==> config.mk <==
export PLATFORM = sky130hd
export DESIGN_NAME = char_scroller
export DESIGN_NICKNAME = d
export VERILOG_FILES = /design/src/rtl/char_scroller_pkg.sv /design/src/rtl/char_scroller_tick_prescaler.sv /design/src/rtl/char_scroller.sv
export SDC_FILE = /design/constraint.sdc
export NUM_CORES = 1
export LEC_CHECK = 0
export ABC_AREA = 1
export CORE_ASPECT_RATIO = 0.9
export CORE_UTILIZATION = 56
export DETAILED_ROUTE_END_ITERATION = 6
export PLACE_DENSITY_LB_ADDON = 0.2
export SKIP_LAST_GASP = 1
export SLEW_MARGIN = 15
export SYNTH_ARGS = -nofsm -noshare
export SYNTH_HDL_FRONTEND = slang
export SYNTH_HIERARCHICAL = 1
export SYNTH_SLANG_ARGS = --single-unit
==> constraint.sdc <==
create_clock -name CLOCK_50 -period 2.2 [get_ports CLOCK_50]
set_input_delay 0.44 -clock CLOCK_50 [delete_from_list [all_inputs] [get_ports CLOCK_50]]
set_output_delay 0.44 -clock CLOCK_50 [all_outputs]
set_load 0.005 [all_outputs]
==> src/rtl/char_scroller_pkg.sv <==
// Shared definitions for the character scroller: state encoding, slot
// geometry and rotation direction codes.
package char_scroller_pkg;

  // Slot geometry of the 2-bit character path.
  localparam int NCHAR = 4;
  localparam int CW    = 2;

  // Rotation direction as seen on the dir input.
  localparam logic DIR_LEFT  = 1'b0;  // toward HEX3
  localparam logic DIR_RIGHT = 1'b1;  // toward HEX0

  // Control states; the encoding is fixed so other board blocks can
  // decode it if the state is ever exported.
  typedef enum logic [1:0] {
    EMPTY  = 2'd0,
    HOLD   = 2'd1,
    SCROLL = 2'd2
  } state_t;

endpackage

==> src/rtl/char_scroller_tick_prescaler.sv <==
// Free-running divider: with en high it counts 0..TICK_DIV-1 and raises a
// one-cycle tick while sitting on the terminal count. With en low it holds
// its value, so a paused interval resumes where it stopped. clr restarts
// the interval and suppresses any tick in the same cycle.
module tick_prescaler #(
  parameter int TICK_DIV = 50000000
) (
  input  logic clk,
  input  logic rst,
  input  logic en,
  input  logic clr,
  output logic tick
);

  // A divide-by-1 still needs a one-bit counter to stay well formed.
  localparam int W = (TICK_DIV > 1) ? $clog2(TICK_DIV) : 1;
  localparam logic [W-1:0] TERM = W'(TICK_DIV - 1);

  logic [W-1:0] count;

  assign tick = en && !clr && (count == TERM);

  // Interval counter: clear wins, then wrap at terminal count, else count.
  always_ff @(posedge clk or posedge rst) begin
    // NOTE: state registers use non-blocking assignments so every flop
    // samples pre-edge values regardless of statement order.
    if (rst) begin
      count <= '0;
    end else if (clr) begin
      count <= '0;
    end else if (en) begin
      if (count == TERM) begin
        count <= '0;
      end else begin
        count <= count + W'(1);
      end
    end
  end

endmodule

==> src/rtl/char_scroller.sv <==
// Holds four 2-bit character codes and rotates them across the four digit
// slots at a rate set by TICK_DIV. sel tracks the rotation position so the
// downstream 4:1 selector can follow the scroll.
module char_scroller #(
  parameter int TICK_DIV = 50000000,
  parameter int NCHAR    = 4,
  parameter int CW       = 2
) (
  input  logic                     CLOCK_50,
  input  logic                     reset,
  input  logic                     load,
  input  logic [NCHAR*CW-1:0]      data,
  input  logic                     run,
  input  logic                     dir,
  output logic [NCHAR*CW-1:0]      chars,
  output logic [$clog2(NCHAR)-1:0] sel,
  output logic                     step,
  output logic                     loaded
);

  import char_scroller_pkg::*;

  localparam int DW = NCHAR * CW;
  localparam int SW = $clog2(NCHAR);

  state_t state;
  state_t state_nxt;
  logic   count_en;
  logic   tick;

  // run is qualified by the current state, so a run that drops in the
  // would-be tick cycle stops the count before the tick can fire.
  assign count_en = (state == SCROLL) && run;

  tick_prescaler #(
    .TICK_DIV(TICK_DIV)
  ) u_prescaler (
    .clk  (CLOCK_50),
    .rst  (reset),
    .en   (count_en),
    .clr  (load),
    .tick (tick)
  );

  // State register.
  always_ff @(posedge CLOCK_50 or posedge reset) begin
    if (reset) begin
      state <= EMPTY;
    end else begin
      state <= state_nxt;
    end
  end

  // Next-state logic: only EMPTY reacts to load; afterwards run alone
  // chooses between frozen and scrolling.
  always_comb begin
    // NOTE: defaulting every output of a combinational block first keeps
    // unlisted paths from inferring latches.
    state_nxt = state;
    unique case (state)
      EMPTY: begin
        if (load) begin
          state_nxt = run ? SCROLL : HOLD;
        end
      end
      HOLD: begin
        if (run) begin
          state_nxt = SCROLL;
        end
      end
      SCROLL: begin
        if (!run) begin
          state_nxt = HOLD;
        end
      end
      default: state_nxt = EMPTY;
    endcase
  end

  // Character, position and status registers: load beats a rotation step,
  // and dir is only looked at on the tick itself.
  always_ff @(posedge CLOCK_50 or posedge reset) begin
    // NOTE: every output flop is cleared by the async reset so the display
    // blanks immediately; there are no memories here to leave uninitialised.
    if (reset) begin
      chars  <= '0;
      sel    <= '0;
      step   <= 1'b0;
      loaded <= 1'b0;
    end else begin
      step <= tick;
      if (load) begin
        chars  <= data;
        sel    <= '0;
        loaded <= 1'b1;
      end else if (tick) begin
        if (dir == DIR_LEFT) begin
          chars <= {chars[DW-CW-1:0], chars[DW-1 -: CW]};
          sel   <= sel + SW'(1);
        end else begin
          chars <= {chars[CW-1:0], chars[DW-1:CW]};
          sel   <= sel - SW'(1);
        end
      end
    end
  end

endmodule

After elaboration in Yosys (flattened, before gate mapping). Cells that the tools add are included.

$add $sub $neg: 3. Equality and inequality tests: 6. Mux-type cells: 14. Reduce and logical (&&, ||, !) cells: 8.

Operators by type and width (count): 2-to-1 mux 26 bit (3); adder 26 x 1 -> 26 bit, second input constant (1); equality test 26 bit, second input constant (1); 2-to-1 mux 8 bit (3); 2-to-1 mux 2 bit (7); inequality test 2 bit, second input constant (3); one-hot mux 2 bit (3 select lines) (1); nonzero test 2 bit (2); logical AND 1 bit (3); AND reduction 3 bit (1); adder 2 x 1 -> 2 bit, second input constant (1); equality test 2 x 1 -> 1 bit, second input constant (1); equality test 2 bit, second input constant (1); logical NOT 2 bit (1); subtractor 2 x 1 -> 2 bit, second input constant (1); logical NOT 1 bit (1).

Register bits: 40. Logic and storage cells: 37.

Logic depth before layout (Yosys ltp). Gate-level depths: netlist (run 1).

Depth in word-level cells: 6. Mapped depth: 11. Gate-level depth less buffers: 11.

By module. Netlist (run 1), hierarchy kept.

Modules (own cells, without submodules): tick_prescaler (times used 1, cells each 237, area each 1689.1 um2); char_scroller (times used 1, cells each 79, area each 679.4 um2).

Worst setup path after synthesis (run 1). No wires, ideal clock.

Kind: reg2reg. Start: register u_prescaler.count[0]. End: register chars[5]. Library setup time: 124 ps. Arrival time: 1674 ps. Data required time: 2076 ps. Slack: 402 ps. Cell stages (with the launch flop): 11. Buffers on the path: 0. Period minus slack after synthesis: 1798 ps. Path through: dfrtp_1 > ha_1 > nand2_2 > nor2_1 > nand2_1 > nor2_4 > nand2_1 > nor2_1 > nand2_2 > a21oi_1 > a21oi_1.

Cells in the longest elaborated chain, start to end: 3.

Ends and longest elaborated chain: start: declaration (RTL line char_scroller_tick_prescaler.sv:19) `logic [W-1:0] count;`; start signal: assignment (RTL line char_scroller_tick_prescaler.sv:35) `count <= count + W'(1);`; equality test 26 bit (RTL line char_scroller_tick_prescaler.sv:21) `assign tick = en && !clr && (count == TERM);`; logical AND 1 bit (RTL line char_scroller_tick_prescaler.sv:21); named net tick (RTL line char_scroller.sv:29) `logic tick;`; nonzero test 2 bit (no source line); end signal: assignment (RTL line char_scroller.sv:93) `chars <= data;`; end signal: assignment (RTL line char_scroller.sv:98) `chars <= {chars[DW-CW-1:0], chars[DW-1 -: CW]};`; end signal: assignment (RTL line char_scroller.sv:101) `chars <= {chars[CW-1:0], chars[DW-1:CW]};`; end: declaration (RTL line char_scroller.sv:15) `output logic [NCHAR*CW-1:0] chars,`.

The timed path passes the listed nets, and every way through them passes these cells. A chain may end at the register's enable or synchronous reset.

Worst setup path in the final report (run 1). Same ends and word-level chain as after synthesis.

==> results of run 1 <==
power by group through the flow:
stage,Clock [W],Combinational (W),Sequential [W]
finish,0.000514,0.000146,0.000771
global route,0.000559,0.000161,0.000774
CTS,0.000527,0.000147,0.000770
detailed placement,0,0.000146,0.000785
global placement,0,0.000144,0.000784
floorplan,0,0.0000749,0.000782
path summary, 6_finish.rpt:
path	start	end	depth (start not counted)
setup / recovery	u_prescaler/count[0]	chars[5]	10
hold / removal	loaded	loaded	1
setup reg to reg	u_prescaler/count[0]	chars[5]	10
hold reg to reg	loaded	loaded	1
max in group asynchronous	reset	chars[0]	2
min in group asynchronous	reset	step	2
layout make-up:
cell class | count | area (um^2) | area share, %
Tap cell | 48 | 60.1 | 2.19
Inverter | 38 | 143 | 5.21
Sequential cell | 40 | 1000 | 36.5
Clock buffer | 6 | 82.6 | 3.01
Timing Repair Buffer | 28 | 270 | 9.86
Multi-Input combinational cell | 232 | 1170 | 42.8
Clock inverter | 2 | 10.0 | 0.365
layer usage:
metal	GRT usage, %	wire length, um	vias to the layer above
met4	9.00	72	0
met5	0	0	-
met1	34.5	2560	1000
li1	-	-	1085
met3	8.32	285	6
met2	39.1	2400	62
synthesized netlist by cell type (2+ instances only):
library cell  number
nand2_1           91
dfrtp_1           40
inv_1             34
nor2_1            23
nand3_1           19
o21ai_0           18
o21ai_1           16
nand4_1            9
xor2_1             9
nand2_2            8
a21oi_1            6
a22oi_1            6
nor2_4             5
buf_6              4
o22ai_1            4
inv_2              3
nor2_2             3
nor3_1             3
a31oi_1            2
worst register-to-register path, delay by kind of cell, from the launching register on:
family                   cells  cell delay, ns
AO/OA/AOI/OAI                2            0.24
flip-flops                   1            0.41
AND/OR/NAND/NOR              7            1.01
adder cells (fa/ha/maj)      1            0.22
cells in the final DEF (no fill, tap or decap), drive strengths merged, types with 4 or more instances in the layout:
cell type	instances
clkbuf	6
o21ai	34
inv	37
a22oi	6
dfrtp	40
o22ai	4
nand3	20
clkdlybuf4s50	24
xor2	9
nor2	31
a21oi	7
buf	4
nand2	99
nand4	9
through the flow:
stage	utilization, %	cell area (um^2)	power [W]
2_1_floorplan	-	2370	0.000857
3_3_place_gp	64.9	2650	0.000928
3_5_place_dp	64.9	2650	0.000930
4_1_cts	67.2	2740	0.00144
5_1_grt	67.3	2740	0.00149
6_report	67.3	2740	0.00143
repair_timing:
item | in CTS | in global routing
hold endpoints to repair | 0 | 0
gates resized for setup | 0 | 1
endpoints found under the setup margin | 0 | 8
cells by family (layout without fill, tap and decap cells):
family | after synthesis | count (layout) | synth area share (%)
compound gates | 55 | 55 | 13.3
xor+xnor | 10 | 10 | 3.70
fa+ha+maj | 1 | 1 | 0.528
buf+inv | 44 | 74 | 8.29
flops | 40 | 40 | 42.3
simple gates | 166 | 166 | 32.0
flip-flops by register name (all words and copies together) (netlist names):
| signal | flops |
|---|---|
| chars | 8 |
| loaded | 1 |
| sel | 2 |
| state | 2 |
| step | 1 |
| u_prescaler/count | 26 |
==> results by stage, run 1 <==
Pwr:
- The combinational share of power is approximately 10%.
- In this run the static leakage power is about 1.2 nW.
- The internal power of the cells totals about 0.0011 W.
- IR analysis of the VDD net gives a maximum drop of 0.000442 V.
- Per report_power, the sequential group accounts for between 50% and 60% of the total.
- The power spent charging and discharging nets is 0.000359 W.
- The clock network burns 35.9% of the power.
- The share of total power consumed by net switching is between 20% and 30%.
- Power spread over the standard cell area amounts to between 500 and 600 nW/um^2.

Route:
- The total via count after detailed routing is roughly 2.2k.
- After the first detailed-routing iteration, the DRC count stood at 197.
- The first-pass detailed-route iteration total is 6.
- Dividing the detail-routed via count by the number of cells gives around 5.5.
- The final routed DRC violation total is 4.
- The count of antenna-violating nets left after detailed routing is 0.
- The routed wirelength normalized by instance count is 13.5 um.
- The routed design has roughly 5.3 mm of wire.

Final layout:
- The final layout contains ~360 nets.
- The ratio of cells with drive above 1 in the final layout is just over 10%.
- The fill cell instance count of the final layout is approximately 360.
- 0 antenna diodes ended up in the layout.
- After the flow finishes, the layout carries non-filler instances totaling slightly below 400.
- The layout overhead on the synthesized area is 15.7%.

Timing:
- The top achievable clock speed is approximately 500 MHz.
- Hold is met by about 0.48 ns.
- The total count of hold-check failures in the final report is 0.
- The max-slew headroom at the worst pin is between 60% and 70%.
- At the pin with the least slew margin, the transition time is 0.552 ns.
- The number of pins exceeding their max-slew limit in the final report is 0.
- The worst path uses between 80% and 90% of the clock period.
- The number of setup violations in the final report is 0.
- The final worst-path setup slack is between 0.2 and 0.25 ns.
- Setup repair after global routing left no endpoint under its margin.
- The accumulated negative setup slack is 0 ns.
- The clock period minus worst slack is 1.98 ns.
- The worst-case clock skew is about 0.01 ns.

Global routing:
- The total global routing track utilization is between 20% and 30%.
- Entering global routing, the biggest net connects 27 pins.
- The number of global-route vias before repair came to 1904.
- The first global-routing pass estimated between 8 and 9 mm of wire.
- The number of antenna violations at the first check in global routing is 0.
- The global-route congestion overflow total is 0.

Synth:
- A synthesized cell averages around 7.5 um^2.
- The number of unique standard cell types used by synthesis is 32.
- The mapped netlist covers between 2000 and 2500 um^2.
- In this run the biggest area consumer among cell types represents 42.3% of the synthesized area.
- The Yosys step of the flow raised 6 warnings.
- The dominant synthesized flop cell is dfrtp_1.
- The cell count after synthesis is approximately 320.
- For this run, asynchronously set or reset flops after synthesis account for 100%.
- Ranked by total cell area, the synthesized netlist is headed by dfrtp_1 42%, nand2_1 14%, inv_1 5.4%, nand3_1 4.0%, o21ai_0 3.8%.
- The sequential fraction of the synthesis area is 42.3%.
- The biggest area contributor in the post-synthesis netlist is dfrtp_1.
- The net count of the mapped netlist is between 300 and 400.
- The number of flip-flops and latches in the synthesized netlist is 40.
- The count of flip-flops with a built-in enable after synthesis is 0.

Floorplanning:
- The die covers 4490 um^2.
- The die boundary width is 70.6 um.
- The starting density of the core is between 50% and 60%.
- The core footprint is between 4000 and 5000 um^2.
- During I/O placement, the number of pins put on the boundary was 25.
- The floorplan row count is 22.
- The floorplan step set the die height to 63.7 um.

Clock network:
- The master cell of the clock root buffer is clkbuf_8.
- Buffers added to address setup during post-CTS repair amount to 0.
- The number of H-tree levels is 2.
- The buffer levels on the longest clock path is 2.
- TritonCTS built the clock tree.
- The TritonCTS buffer count is 5.
- The clock drives 40 sinks.
- The clock network latency to the later pin of the worst-skew pair is about 0.31 ns.
- The number of hold-repair buffers added at the cts stage is 0.
- The clock transition time at the flip-flop clock pins of the worst setup and hold paths is around 0.080 ns.

Place:
- The half-perimeter wire length after detailed placement is ~3.8 mm.
- The setup slack at placement is slightly above 0.06 ns.
- The total instance count after detailed placement is between 300 and 400.
- The final RePlAce weighted congestion is about 0.86.
- In this run the tool buffered the top-level ports with 24 buffer cells.

Critical path:
- The count of buffering cells on the critical path with inverters included is 0.
- The worst-path maximum fanout is 9.
- The critical path is of the reg2reg type.
- Broken down by cell family, the worst path's largest delay share belongs to simple AND/OR/NAND/NOR gates.
- The cell with the largest stage delay on the worst path is dfrtp_1.
- The worst setup path is captured at a flip-flop.
- The critical path required time is around 2.4 ns.
- STA puts the critical path data arrival time at ~2.2 ns.
- The element type at the critical path start is a flip-flop.
- The peak per-stage delay on the critical path is approximately 0.41 ns.
- The critical path goes through ha_1, nand2_2, nor2_1, nand2_1, nor2_4, nand2_1, nor2_2, nand2_2, a21oi_1, a21oi_1.
- Across all register-to-register paths, the minimum setup slack is 0.22 ns.

Run status:
- The final reports fail on DRC.
- The flow ran to the end, but the final reports show violations.

Job:
- The tool flagged a number of max-cap violations equal to 0.

Min path:
- In this run the worst hold path is classified as reg2reg.
No activity file was read; power rests on OpenSTA's default activity.
==> run 2: changes to the inputs <==
--- a/config.mk
+++ b/config.mk
@@ -5,10 +5,10 @@
 export SDC_FILE = /design/constraint.sdc
 export NUM_CORES = 1
 export LEC_CHECK = 0
-export ABC_AREA = 1
 export CORE_ASPECT_RATIO = 0.9
-export CORE_UTILIZATION = 56
+export CORE_UTILIZATION = 60
 export DETAILED_ROUTE_END_ITERATION = 6
+export DONT_BUFFER_PORTS = 1
 export PLACE_DENSITY_LB_ADDON = 0.2
 export SKIP_LAST_GASP = 1
 export SLEW_MARGIN = 15
==> run 2 against run 1 <==
  * Clock skew shrank 0.00099 ns
  * Fmax shrank 0.65%
  * The run now ends clean
  * Non-clock buffer count shrank 14
  * Critical path type unchanged
==> results by stage, run 2 <==
Run status:
- The flow ran to the end, and the final reports show no timing, DRC or antenna violations.

Synth:
- The largest total area in the synthesized netlist belongs to dfrtp_1.
- The synthesized design contains 0 enable-type register cells.
- The fraction of registers with async set or reset after synthesis is 100%.
- The mapped netlist covers roughly 2500 um^2.
- The sequential fraction of the synthesis area is 40.8%.
- Synthesis inferred 40 register bits.
- Summed over its instances, the top area cell type makes up a little over 40% of the synthesized netlist area.
- The average instance in the mapped netlist occupies about 9 um^2.
- The number of unique standard cell types used by synthesis is between 50 and 60.
- Sorting the synthesized cells by area gives the leading types as dfrtp_1 41%, nor2_1 4.7%, mux2i_1 4.5%, nand4_1 4.3%, nand2_1 3.5%.
- Sorting the synthesized cells by how often they occur yields 40 x dfrtp_1, 31 x nor2_1, 23 x nand2_1.
- In the post-synthesis netlist, the cell with the most instances is dfrtp_1.
- The total number of yosys warnings is 6.
- In the synthesized netlist the dominant register cell turns out to be dfrtp_1.
- The net count of the mapped netlist is 291.
- The cell count after synthesis is between 200 and 300.

Pwr:
- The power density over the cells is 527 nW/um^2.
- The worst-case vdd ir drop is about 0.00037 V.
- The analysis attributes to cell leakage a power of approximately 1.1 nW.

Global routing:
- The number of antenna violations at the first check in global routing is 0.
- The first global-routing pass estimated around 10 mm of wire.
- For this run the aggregate overflow at the end of global routing stands at 0.
- Global routing used approximately 29% of the available tracks across all layers.
- The number of global-route vias before repair is approximately 2.1k.
- Entering global routing, the biggest net connects 56 pins.

Route:
- After detailed routing, the met2 layer carries about 2.7 mm of wire.
- The first-pass detailed-route iteration total is 5.
- The wire length on met3 is roughly 380 um.
- Dividing the detail-routed wire length by the instance count gives about 18 um.
- The count of antenna-violating nets left after detailed routing is 0.
- After the first detailed-routing iteration, the DRC count stood at about 140.
- The final routed DRC violation total is 0.
- The total via count after detailed routing is roughly 2.2k.
- The routed design has ~6 mm of wire.
- The mean number of vias per cell is approximately 6.8.
- The detailed router put a total of between 2 and 3 mm of wire on met1.
- The top routing layer in use is met4.

Critical path:
- The element type at the critical path start is a flip-flop.
- STA puts the critical path data arrival time at around 2.2 ns.
- The critical path in this run is classified as reg2reg.
- In this run the worst path has a maximum fanout of 11.
- The critical path required time is 2.44 ns.
- The endpoint class of the critical path is a flip-flop.
- Setup slack on the worst reg-to-reg path comes out at around 0.21 ns.

Job:
- The max-capacitance violation count is 0.

Clock network:
- CTS saw 40 sinks.
- Clock tree synthesis selected as its root buffer the cell clkbuf_8.
- The clock reaches the later pin of the worst-skew pair after about 0.3 ns.
- The buffer levels on the longest clock path is 2.
- The number of hold-repair buffers added at the cts stage is 0.
- The TritonCTS buffer count is 5.
- TritonCTS built the clock tree.
- The clock tree synthesis step divided the H-tree into 2 levels.
- The clock transition time at the flip-flop clock pins of the worst setup and hold paths is ~0.080 ns.

Timing:
- The max-slew headroom at the worst pin is 63.7%.
- The top achievable clock speed is between 500 and 600 MHz.
- The total count of hold-check failures in the final report was 0.
- The worst-case clock skew is roughly 0.0090 ns.
- The transition time at the pin with the least slew margin is about 0.54 ns.
- The clock period minus worst slack is about 2.0 ns.
- Setup violations remaining at the end of the flow were counted as 0.
- The number of pins exceeding their max-slew limit in the final report is 0.
- The portion of the clock cycle consumed by the worst path in the final layout is around nine tenths.
- Adding up every negative setup slack in the final design gives 0 ns.

Floorplanning:
- The floorplan die area is between 4000 and 5000 um^2.
- In this run the count of I/O pins placed on the die edge is 25.
- Measured along the x axis, the die boundary spans 69.4 um.
- The die span in y is approximately 63 um.
- The initialized floorplan defines 21 standard-cell rows.
- For this configuration, the core starts out at a cell density of around 64%.
- The floorplan step defined a core boundary enclosing between 3000 and 4000 um^2.

Min path:
- The class of the tightest hold or removal check is in2async.

Place:
- The final RePlAce weighted congestion is 0.873.
- The number of port buffers is 0.
- The half-perimeter wire length after detailed placement is between 3 and 4 mm.

Final layout:
- The largest registers in the layout are u_prescaler/count (26), chars (8).
- The share of the core filled with cells in the final layout is between 60% and 70%.
- The layout overhead on the synthesized area is 7.55%.
- The number of diodes is 0.
- The number of nets at the end of the flow is 293.
- The register with the most flip-flops in the final layout is u_prescaler/count.
- In the layout the commonest cells are 38 x dfrtp_1, 30 x nor2_1, 23 x nand2_1.
- Leaving out fill and tap cells, the most frequent cell in the layout is dfrtp_1.
- After filler insertion, the fill cell instance count of the layout stands at ~310.
- The number of flip-flops under the largest register name is 26.
- The ratio of cells with drive above 1 in the final layout is roughly an eighth.
## run 2: changes by cell type after synthesis, sizes merged, moves of 6 or more
cell    previous run  this run
inv               37         7
clkbuf             1        10
a21o               0         9
nor2b              0         6
o21ai             34         7
nand4              9        17
a22oi              6         0
nand2             99        23
nor3               3         9
a211oi             0         8
mux2i              0        11
## run 2: layout make-up
cell class,count,area (um^2),share of cell area (%)
well taps,46,57.6,2.18
clock buffers,6,82.6,3.13
multi-input cells,211,1350,51.3
clock inverters,2,10.0,0.379
inverters,7,26.3,0.996
flip-flops and latches,40,1000,38.0
repair buffers,14,105,3.98
## run 2: timing repair
| action | in CTS | in global routing |
|---|---|---|
| buffers inserted | 0 | 0 |
| endpoints found under the setup margin | 0 | 9 |
| gates resized for setup | 0 | 4 |
## run 2: report_power, final
part	internal (W)	leakage [nW]	switching [W]	total, W
clock network	0.000250	0.0510	0.000262	0.000512
registers	0.000754	0.533	0.0000244	0.000779
logic	0.0000397	0.504	0.0000587	0.0000983
## run 2: worst paths after layout
path,startpoint,to,depth (start not counted)
hold / removal,reset,state[0],1
hold reg to reg,loaded,loaded,1
setup reg to reg,u_prescaler/count[9],chars[6],7
min in group CLOCK_50,run,state[0],1
setup / recovery,u_prescaler/count[9],chars[6],7
max in group asynchronous,reset,chars[6],1
## run 2: metal layers
layer / vias to the layer above / track usage, %
li1: 1040 / -
met1: 1086 / 45.1
met2: 72 / 40.7
met3: 8 / 5.16
met4: 0 / 11.7
met5: - / 0
## run 2: cells by family (layout without fill, tap and decap cells)
kind of cell    after synthesis  after routing  synth area share, %
buf+inv                      26             29                 4.69
mux                          12             12                 4.95
compound gates               57             57                 17.2
flops                        40             40                 40.8
fa+ha+maj                     1              1                0.510
xor+xnor                      6              6                 2.14
simple gates                135            135                 29.7
## run 2: critical path, stage by stage (launching register included)
cell and delay, ns:
dfrtp_1 0.45, nor4_2 0.36, nand4_1 0.25, nor3_2 0.28, buf_4 0.21, nor2_1 0.05
a211oi_1 0.22, a21o_1 0.10
## run 2: through the flow
stage / area (um^2) / power, W / setup slack (ns) / instances / hold slack [ns]
floorplan: 2450 / 0.000881 / 0.218 / 277 / 0.329
global placement: 2530 / 0.000887 / 0.147 / 318 / 0.397
detailed placement: 2530 / 0.000890 / 0.128 / 318 / 0.399
CTS: 2630 / 0.00140 / 0.105 / 326 / 0.0768
global route: 2640 / 0.00144 / -0.00748 / 326 / 0.100
finish: 2640 / 0.00139 / 0.209 / 326 / 0.0664
==> run 3: changes to the inputs <==
--- a/config.mk
+++ b/config.mk
@@ -5,8 +5,9 @@
 export SDC_FILE = /design/constraint.sdc
 export NUM_CORES = 1
 export LEC_CHECK = 0
+export ABC_CLOCK_PERIOD_IN_PS = 2200
 export CORE_ASPECT_RATIO = 0.9
-export CORE_UTILIZATION = 60
+export CORE_UTILIZATION = 46
 export DETAILED_ROUTE_END_ITERATION = 6
 export DONT_BUFFER_PORTS = 1
 export PLACE_DENSITY_LB_ADDON = 0.2
@@ -16,3 +17,4 @@
 export SYNTH_HDL_FRONTEND = slang
 export SYNTH_HIERARCHICAL = 1
 export SYNTH_SLANG_ARGS = --single-unit
+export TNS_END_PERCENT = 100
==> run 3 against run 2 <==
  * Via count fell by 1.9%
  * Fmax fell by 0.61%
  * Global-route usage fell by 6.1 points
  * Clock power rose by 17%
  * First-iteration DRC count rose by 89%
  * Sequential cell count did not move
  * Non-clock buffer count rose by 7
  * Critical endpoint is now chars[2]
  * Largest power group unchanged
  * Highest routed layer unchanged
==> results by stage, run 3 (synthesis gave the netlist of run 2 again) <==
Route:
- In the routed layout, each cell is associated on average with a via count of between 6 and 7.
- The total met2 wirelength after detailed routing is 2.77 mm.
- Routed signal wires occupy layers up through met4.
- The first-pass detailed-route iteration total is 4.
- The wire length on met3 is between 300 and 400 um.
- The total via count after detailed routing is ~2.2k.
- The final routed DRC violation total is 0.
- The routed metal-1 wirelength is 2.85 mm.
- The count of antenna-violating nets left after detailed routing is 0.
- The routed wirelength normalized by instance count is 17.1 um.
- The total routed wirelength is approximately 6 mm.
- The number of DRC markers in iteration 0 is 270.

Clock network:
- In this run the deepest clock path goes through 2 buffers.
- At the later pin of the worst-skew pair, clock insertion delay measures 0.29 ns.
- Clock-pin slew was measured on the worst setup and hold paths at 0.08 ns.
- The tree is rooted in a clkbuf_8.
- The number of H-tree levels is 2.
- CTS saw 40 sinks.
- The TritonCTS clock tree is built.
- The TritonCTS buffer count is 5.
- The number of hold-repair buffers added at the cts stage is 0.

Timing:
- Subtracting the final worst setup slack from the clock period gives ~2.0 ns.
- The transition time at the pin with the least slew margin is around 0.56 ns.
- Adding up every negative setup slack in the final design gives 0 ns.
- The total count of hold-check failures in the final report is 0.
- On the final layout, the worst hold slack is between 0.07 and 0.08 ns.
- Setup violations remaining at the end of the flow were counted as 0.
- The top achievable clock speed is around 500 MHz.
- Setup repair after global routing left no endpoint under its margin.
- The max-slew headroom at the worst pin is 62.4%.
- The worst-case clock skew is 0.00400 ns.
- The final critical path takes up around 90% of the cycle.
- The number of pins exceeding their max-slew limit in the final report was 0.

Critical path:
- STA puts the critical path data required time at ~2.4 ns.
- For the worst setup path, the data arrival time is ~2.2 ns.
- The critical path in this run is classified as reg2reg.
- In this run the worst path has a maximum fanout of 20.
- The element type at the critical path start is a flip-flop.
- The worst setup path is captured at a flip-flop.
- The worst reg-to-reg setup slack is roughly 0.20 ns.

Global routing:
- For this run the aggregate overflow at the end of global routing stands at 0.
- The number of antenna violations at the first check in global routing is 0.
- Global routing used between 20% and 30% of the available tracks across all layers.
- The number of global-route vias before repair is ~2.1k.
- Entering global routing, the biggest net connects 56 pins.
- The first global-routing pass estimated 10.1 mm of wire.

Pwr:
- The power density over the cells is between 500 and 600 nW/um^2.
- The leakage power is approximately 1.1 nW.
- The worst-case vdd ir drop is 0.000306 V.

Final layout:
- In the final layout, the share of cells above drive strength 1 is between 10% and 20%.
- The area growth from synthesis to layout is 11.8%.
- The commonest non-fill, non-tap cell in the layout is dfrtp_1.
- With fillers left out, the area of the finished cells amounts to about 2700 um^2.
- The largest registers in the layout are u_prescaler/count (26), chars (8).
- The number of diodes is 0.
- Leaving out fill and tap cells, the most frequent cells in the layout are 38 x dfrtp_1, 30 x nor2_1, 23 x nand2_1.
- After the last flow step, the layout net total stands at 300.
- More flip-flops sit in one register than any other, and that register is u_prescaler/count.
- The register with the most flip-flops in the layout has 26 of them.

Min path:
- The worst hold path belongs to the class in2async.

Floorplanning:
- The die boundary width is between 70 and 80 um.
- Pin placement for this block handled 25 I/O pins.
- In this run the standard cell core region covers around 5000 um^2.
- The die span in y is 71.3 um.
- The floorplan has 24 rows.
- The starting density of the core is 49.2%.
- The die covers approximately 5600 um^2.

Place:
- The number of port buffers is 0.
- The standard cell area after detailed placement is 2620 um^2.
- Routability-driven placement finished with a final weighted congestion of about 0.79.
- The wire-length estimate of the detail-placed layout is 4.15 mm.

Job:
- The max-capacitance violation count is 0.

Run status:
- The flow ran to the end, and the final reports show no timing, DRC or antenna violations.
-- run 3: cell types whose count changed in the layout (fill, tap and decap cells not counted), sizes merged --
cell,previous run,this run
buf,14,21
bufinv,0,1
clkinv,2,1
-- run 3: stage by stage --
stage,worst slack (ns),std cells,utilization [%],power (W)
floorplan,0.218,277,-,0.000881
global placement,0.158,344,52.6,0.000893
detailed placement,0.109,344,52.6,0.000895
CTS,0.0795,352,54.8,0.00150
global route,0.00782,352,55.0,0.00154
finish,0.197,352,55.0,0.00148
-- run 3: path summary, 6_finish.rpt --
| check | startpoint | to | cells past startpoint |
|---|---|---|---|
| max | u_prescaler/count[0] | chars[2] | 8 |
| min | reset | step | 1 |
| max reg2reg | u_prescaler/count[0] | chars[2] | 8 |
| min reg2reg | loaded | loaded | 1 |
| max in group asynchronous | reset | chars[0] | 1 |
| min in group CLOCK_50 | load | u_prescaler/count[0] | 1 |
-- run 3: where the power goes --
| part | switching [W] | total, W | internal [W] |
|---|---|---|---|
| registers | 0.0000246 | 0.000779 | 0.000754 |
| clock network | 0.000260 | 0.000597 | 0.000337 |
| logic | 0.0000587 | 0.000102 | 0.0000429 |
-- run 3: per-layer routing --
layer / track usage, % / up-vias
met3: 4.71 / 9
met4: 9.09 / 0
met2: 34.1 / 60
li1: - / 1052
met1: 33.7 / 1044
met5: 0 / -
-- run 3: final cells by class --
class                           count  area (um^2)
Inverter                            7         26.3
Clock inverter                      2         35.0
Fill cell                         452         2240
Multi-Input combinational cell    211         1350
Sequential cell                    40         1000
Timing Repair Buffer               21          170
Clock buffer                        6         72.6
Tap cell                           65         81.3
-- run 3: timing repair --
item / CTS / global route
endpoints found under the setup margin: 0 / 9
gates resized for setup: 0 / 4
buffers inserted: 0 / 0
-- run 3: worst max-delay path: stages, from the launching register on --
cell and delay [ns]:
dfrtp_2 0.43, ha_2 0.24, and3_1 0.26, nand4_1 0.21
nor3_2 0.23, buf_12 0.19, nor2_1 0.05, a211oi_1 0.24
a21o_1 0.11
